$ cat src/rtl/riscv_pkg.sv
// Shared RV32 execute-stage types: divider opcodes, divider FSM states, iteration count.
// Latency: none (types and constants only).
// Backpressure: n/a.
package riscv_pkg;

  // Values match funct3[1:0] of the RV32M divide group.
  typedef enum logic [1:0] {
    DIV  = 2'b00,
    DIVU = 2'b01,
    REM  = 2'b10,
    REMU = 2'b11
  } div_op_e;

  typedef enum logic [1:0] {
    IDLE = 2'b00,
    CALC = 2'b01,
    FIX  = 2'b10,
    DONE = 2'b11
  } div_state_e;

  // One quotient bit is resolved per CALC cycle.
  localparam int DIV_ITER = 32;

endpackage

$ cat src/rtl/div_step.sv
// One restoring radix-2 division step: shift in a dividend bit, trial-subtract the divisor.
// Latency: combinational.
// Backpressure: n/a.
//
// Ports:
//   rem_in  [W:0]   partial remainder before the step
//   bit_in          next dividend bit (MSB first)
//   dvs     [W-1:0] divisor magnitude
//   rem_out [W:0]   partial remainder after the step
//   q_bit           quotient bit produced by this step
module div_step #(
  parameter int W = 32
) (
  input  logic [W:0]   rem_in,
  input  logic         bit_in,
  input  logic [W-1:0] dvs,
  output logic [W:0]   rem_out,
  output logic         q_bit
);

  logic [W+1:0] wide;

  // The full shifted value is compared so the trial never wraps; after a
  // successful subtract the difference always fits back into W+1 bits.
  assign wide    = {rem_in, bit_in};
  assign q_bit   = (wide >= {2'b00, dvs});
  assign rem_out = q_bit ? (wide[W:0] - {1'b0, dvs}) : wide[W:0];

endmodule

$ cat src/rtl/div_unit.sv
// Multi-cycle RV32M DIV/DIVU/REM/REMU unit, restoring radix-2, one quotient bit per cycle.
// Latency: done 34 cycles after an accepted start; divide-by-zero/overflow done after 1 cycle.
// Backpressure: start accepted only in IDLE; busy holds the pipeline during CALC and FIX.
//
// Ports:
//   clk, reset        rising-edge clock, synchronous active-high reset
//   start, op, a, b   request pulse, funct3[1:0] opcode, dividend, divisor (sampled with start)
//   busy              high while CALC/FIX are in progress
//   done, result      one-cycle completion pulse; result held until the next accepted start
module div_unit
  import riscv_pkg::*;
#(
  parameter int XLEN = 32
) (
  input  logic            clk,
  input  logic            reset,
  input  logic            start,
  input  logic [1:0]      op,
  input  logic [XLEN-1:0] a,
  input  logic [XLEN-1:0] b,
  output logic            busy,
  output logic            done,
  output logic [XLEN-1:0] result
);

  localparam logic [XLEN-1:0] INT_MIN = {1'b1, {(XLEN-1){1'b0}}};

  div_state_e      state, state_nxt;
  logic [4:0]      count;
  logic [XLEN-1:0] dvd;      // dividend magnitude, shifted out MSB first
  logic [XLEN-1:0] dvs;      // divisor magnitude
  logic [XLEN-1:0] quot;
  logic [XLEN:0]   rem;
  logic            is_rem;
  logic            neg_q;
  logic            neg_r;

  // Request decode, only meaningful in IDLE.
  logic            is_signed;
  logic            a_neg, b_neg;
  logic            div_zero, ovf, special;
  logic [XLEN-1:0] mag_a, mag_b;
  logic [XLEN-1:0] special_res;

  assign is_signed = (div_op_e'(op) == DIV) || (div_op_e'(op) == REM);
  assign a_neg     = is_signed & a[XLEN-1];
  assign b_neg     = is_signed & b[XLEN-1];
  assign mag_a     = a_neg ? (~a + 1'b1) : a;
  assign mag_b     = b_neg ? (~b + 1'b1) : b;
  assign div_zero  = (b == '0);
  assign ovf       = is_signed && (a == INT_MIN) && (b == '1);
  assign special   = div_zero | ovf;

  always_comb begin
    special_res = '0;
    if (div_zero) begin
      special_res = op[1] ? a : '1;
    end else begin
      special_res = op[1] ? '0 : INT_MIN;
    end
  end

  // Datapath step.
  logic [XLEN:0] step_rem;
  logic          step_q;

  div_step #(.W(XLEN)) u_step (
    .rem_in  (rem),
    .bit_in  (dvd[XLEN-1]),
    .dvs     (dvs),
    .rem_out (step_rem),
    .q_bit   (step_q)
  );

  // Sign correction; the final remainder is always below the divisor, so the
  // top bit of rem is zero by the time FIX runs.
  logic [XLEN-1:0] q_fix, r_fix;
  assign q_fix = neg_q ? (~quot + 1'b1) : quot;
  assign r_fix = neg_r ? (~rem[XLEN-1:0] + 1'b1) : rem[XLEN-1:0];

  always_comb begin
    state_nxt = state;
    case (state)
      IDLE: if (start) state_nxt = special ? DONE : CALC;
      CALC: if (count == 5'd0) state_nxt = FIX;
      FIX:  state_nxt = DONE;
      DONE: state_nxt = IDLE;
      default: state_nxt = IDLE;
    endcase
  end

  always_ff @(posedge clk) begin
    if (reset) begin
      state  <= IDLE;
      count  <= '0;
      dvd    <= '0;
      dvs    <= '0;
      quot   <= '0;
      rem    <= '0;
      is_rem <= 1'b0;
      neg_q  <= 1'b0;
      neg_r  <= 1'b0;
      result <= '0;
    end else begin
      state <= state_nxt;
      case (state)
        IDLE: begin
          if (start) begin
            is_rem <= op[1];
            neg_q  <= a_neg ^ b_neg;
            neg_r  <= a_neg;
            dvd    <= mag_a;
            dvs    <= mag_b;
            quot   <= '0;
            rem    <= '0;
            count  <= 5'(DIV_ITER - 1);
            if (special) result <= special_res;
          end
        end
        CALC: begin
          rem   <= step_rem;
          quot  <= {quot[XLEN-2:0], step_q};
          dvd   <= {dvd[XLEN-2:0], 1'b0};
          count <= count - 5'd1;
        end
        FIX: begin
          result <= is_rem ? r_fix : q_fix;
        end
        default: ;
      endcase
    end
  end

  assign busy = (state == CALC) || (state == FIX);
  assign done = (state == DONE);

endmodule

$ cat config.mk
export PLATFORM = sky130hd
export DESIGN_NAME = div_unit
export DESIGN_NICKNAME = d
export VERILOG_FILES = /design/src/rtl/riscv_pkg.sv /design/src/rtl/div_step.sv /design/src/rtl/div_unit.sv
export SDC_FILE = /design/constraint.sdc
export NUM_CORES = 1
export LEC_CHECK = 0
export ABC_CLOCK_PERIOD_IN_PS = 4300
export CAP_MARGIN = 20
export CORE_MARGIN = 1.5
export CORE_UTILIZATION = 50
export DETAILED_ROUTE_END_ITERATION = 10
export MAX_ROUTING_LAYER = met4
export PLACE_DENSITY = 0.7
export REMOVE_ABC_BUFFERS = 1
export SLEW_MARGIN = 20
export SYNTH_ARGS = -nofsm -noshare
export SYNTH_HDL_FRONTEND = slang
export SYNTH_HIERARCHICAL = 1
export SYNTH_SLANG_ARGS = --single-unit
$ cat constraint.sdc
create_clock -name clk -period 4.3 [get_ports clk]
set_input_delay 1.29 -clock clk [delete_from_list [all_inputs] [get_ports clk]]
set_output_delay 1.29 -clock clk [all_outputs]
set_load 0.1 [all_outputs]
==> results_dict.tcl <==
set metrics [dict create \
    drt_iter0_markers 985 \
    final_util_pct 58.4 \
    layout_common_cells "186 x nor2_1, 171 x dfxtp_1, 145 x nand2_1" \
    hp-class "reg -> reg" \
    cts_sinks 171 \
    wl_microns 35800 \
    p_sw_share_pct 45.3 \
    rows 57 \
    avgSynthCellArea_sq_um 7.74 \
    synthMuxAreaShare_pct 3.14 \
    cp-startpoint "b[0]" \
    first_pass_iters 7 \
    yosys.area_share.simple_pct 20.1 \
    postCtsSetupRepairBufs 0 \
    die_h_microns 160 \
    crit_required_ns 4.58 \
    r2r_slack_ns 0.75 \
    io_buffers 102 \
    yosys-top-cells-area "dfxtp_1 28%, nor2_1 5.7%, xnor2_1 4.8%" \
    area_delta_synth_final_pct 15.1 \
    grt_pass1_vias 11100 \
    cpMostUsedCell "nand4_1" \
    path_class "in -> reg" \
    post_synth_fa_ha_maj_area_fraction_pct 4.55 \
    diodes 0 \
    syn_inst 1586 \
    design_area_sq_um 14100 \
    worstSkewPairLatency_ns 0.44 \
    crit_path_top_delay_cell "clkdlybuf4s50_1" \
    synth_top_family_by_area "compound AO/OA/AOI/OAI gates" \
    rr_worst_depth 14 \
    grt_max_degree 87 \
    synthesis.area_sq_um 12300 \
    fin_crit_ns 3.69 \
    gr-usage-all-layers_pct 28.7 \
    viasPerCell 6.06 \
    ys.flop_type "dfxtp_1" \
    place_congestion 0.920 \
    seq_power_share_pct 29.3 \
    synth-seq-cells 171 \
    maxSlewViolCount 0 \
    ys_async_sr_fraction_pct 0 \
    p_total_mw 7.13 \
    place_inst 1941 \
    synth_top_area_cell "dfxtp_1" \
    dpl.hpwl_microns 26500 \
    status "complete, no violations" \
    yosys.area_share.xor_xnor_pct 9.42 \
    max-slew-margin-rel_pct 30.8 \
    netlist-cell-type-count 89 \
    post-place-ws_ns 0.212 \
    stdcell_count 1972 \
    end_kind "register" \
    die_area_sq_um 25500 \
    drive_gt1_share_pct 7.71 \
    cp_max_fo 8 \
    crit_chain "clkdlybuf4s50_1 > ha_1 > nand4_1 > nor4_1 > nand4_1 > o21ai_0 > a21boi_1 > a221oi_1 > nor3_1" \
    tightest_slew_ns 1.03 \
    final.setup.tns_ns 0 \
    cts_buffers 17 \
    setup_violations 0 \
    htreeDepth 4 \
    fin_crit_sh_pct 85.8 \
    fin_ws_ns 0.610 \
    synth_edf_count 0 \
    grt_pass1_wl_microns 57600 \
    postCtsHoldBufs 0 \
    p_leak_nw 5.40 \
    synth_compound_area_share_pct 28.6 \
    cp_slowest_stage_delay_ns 0.55 \
    top_level_ports 103 \
    overflow 0 \
    synth-seq-area-share_pct 27.9 \
    vdd_drop_max_mv 0.344 \
    drc 0 \
    finalHoldViolations 0 \
    cts_tree "yes" \
    cts_root_buf "clkbuf_16" \
    rr_endpoint "rem[10]" \
    cts_resized 0 \
    internal_power_mw 3.90 \
    powerDensity_nw_per_um2 505 \
    cp-start-kind "input port" \
    switching_power_mw 3.23 \
    clock.fmax_mhz 271 \
    clock_skew_ns 0.0166 \
    mostFrequentLayoutCell "nor2_1" \
    p_clk_share_pct 21.9 \
    netlist.area_leader.share_pct 27.9 \
    cts_max_path_buffers 2 \
    core_sq_um 24200 \
    final_antenna_net_count 0 \
    path_clk_slew_ns 0.07 \
    nets 1749 \
    cap_violations 0 \
    holdWs_ns 0.450 \
    routedWlPerCell_microns 18.2 \
    cp-endpoint "result[1]" \
    postPlaceCellArea_sq_um 13500 \
    dieWidth_microns 160 \
    num_vias 12000 \
    yosys_warnings 6 \
    p_comb_share_pct 48.8 \
    reg2reg_from "dvd[31]" \
    fill_cells 2239 \
    rsz0062_at_grt "false" \
    worstPathArrival_ns 3.97 \
    antenna_found_initial 0 \
    start_util_pct 50.7 \
]
critical path, delay by kind of cell:
kind	cells	cell delay (ns)
AO/OA/AOI/OAI	3	0.95
adder cells (fa/ha/maj)	1	0.19
AND/OR/NAND/NOR	4	0.97
buffers and inverters	1	0.55
worst min-delay path by stage:
stage,start,end,slack [ns],depth (start not counted)
5_1_grt,dvd[10],dvd[10],0.47,2
4_1_cts,dvd[17],dvd[17],0.45,2
3_3_place_gp,dvd[14],dvd[14],0.43,2
6_report,dvd[17],dvd[17],0.45,2
3_5_place_dp,dvd[17],dvd[17],0.44,2
2_1_floorplan,dvd[14],dvd[14],0.42,2
synthesized netlist by cell type (all sizes together), types with 8 or more instances:
cell / number
nor3: 31
nor4: 20
a21oi: 119
a22oi: 67
o41ai: 17
mux2: 25
nor2: 187
or4: 17
xnor2: 67
o31ai: 28
nand2: 145
buf: 20
nand2b: 15
xor2: 65
nand3b: 8
ha: 43
o22ai: 8
o21ai: 94
dfxtp: 171
a31oi: 16
nand4: 20
a21o: 23
o211ai: 13
a311oi: 13
nand3: 31
inv: 66
a22o: 9
a211oi: 46
or3: 15
clkbuf: 91
power groups by stage:
stage / registers (mW) / clock network (mW) / logic, mW
global placement: 2.11 / 0 / 3.41
CTS: 2.08 / 1.59 / 3.45
detailed placement: 2.11 / 0 / 3.43
finish: 2.09 / 1.56 / 3.48
global route: 2.13 / 1.65 / 3.77
floorplan: 2.54 / 0 / 2.02
layout make-up:
type                    count  area, sq um  area share [%]
multi-input cells        1237         8100            57.4
flip-flops and latches    171         3420            24.2
repair buffers            143         1350            9.55
clock buffers              17          425            3.01
well taps                 324          405            2.87
inverters                  66          255            1.81
clock inverters            14          161            1.14
sequential cells by signal (all words and copies together), names as in the netlist:
| register | count |
|---|---|
| dvd | 32 |
| neg_r | 1 |
| neg_q | 1 |
| result | 32 |
| is_rem | 1 |
| state | 2 |
| count | 5 |
| dvs | 32 |
| rem | 33 |
| quot | 32 |
routing by layer:
layer  up-vias  GRT usage [%]  wire length (microns)
li1       5882              -                      -
met1      5600           37.2                  16400
met2       409           46.5                  16700
met3        59           3.97                   2040
met4         0           8.92                    780
met5         -              -                      0
logic make-up (layout without fill, tap and decap cells):
kind of cell / after synthesis / count (layout)
buffers and inverters: 178 / 240
XOR/XNOR: 132 / 132
AO/OA/AOI/OAI: 512 / 512
flip-flops: 171 / 171
AND/OR/NAND/NOR: 520 / 520
adder cells (fa/ha/maj): 44 / 44
multiplexers: 29 / 29
Power figures use the tool's default switching activity.
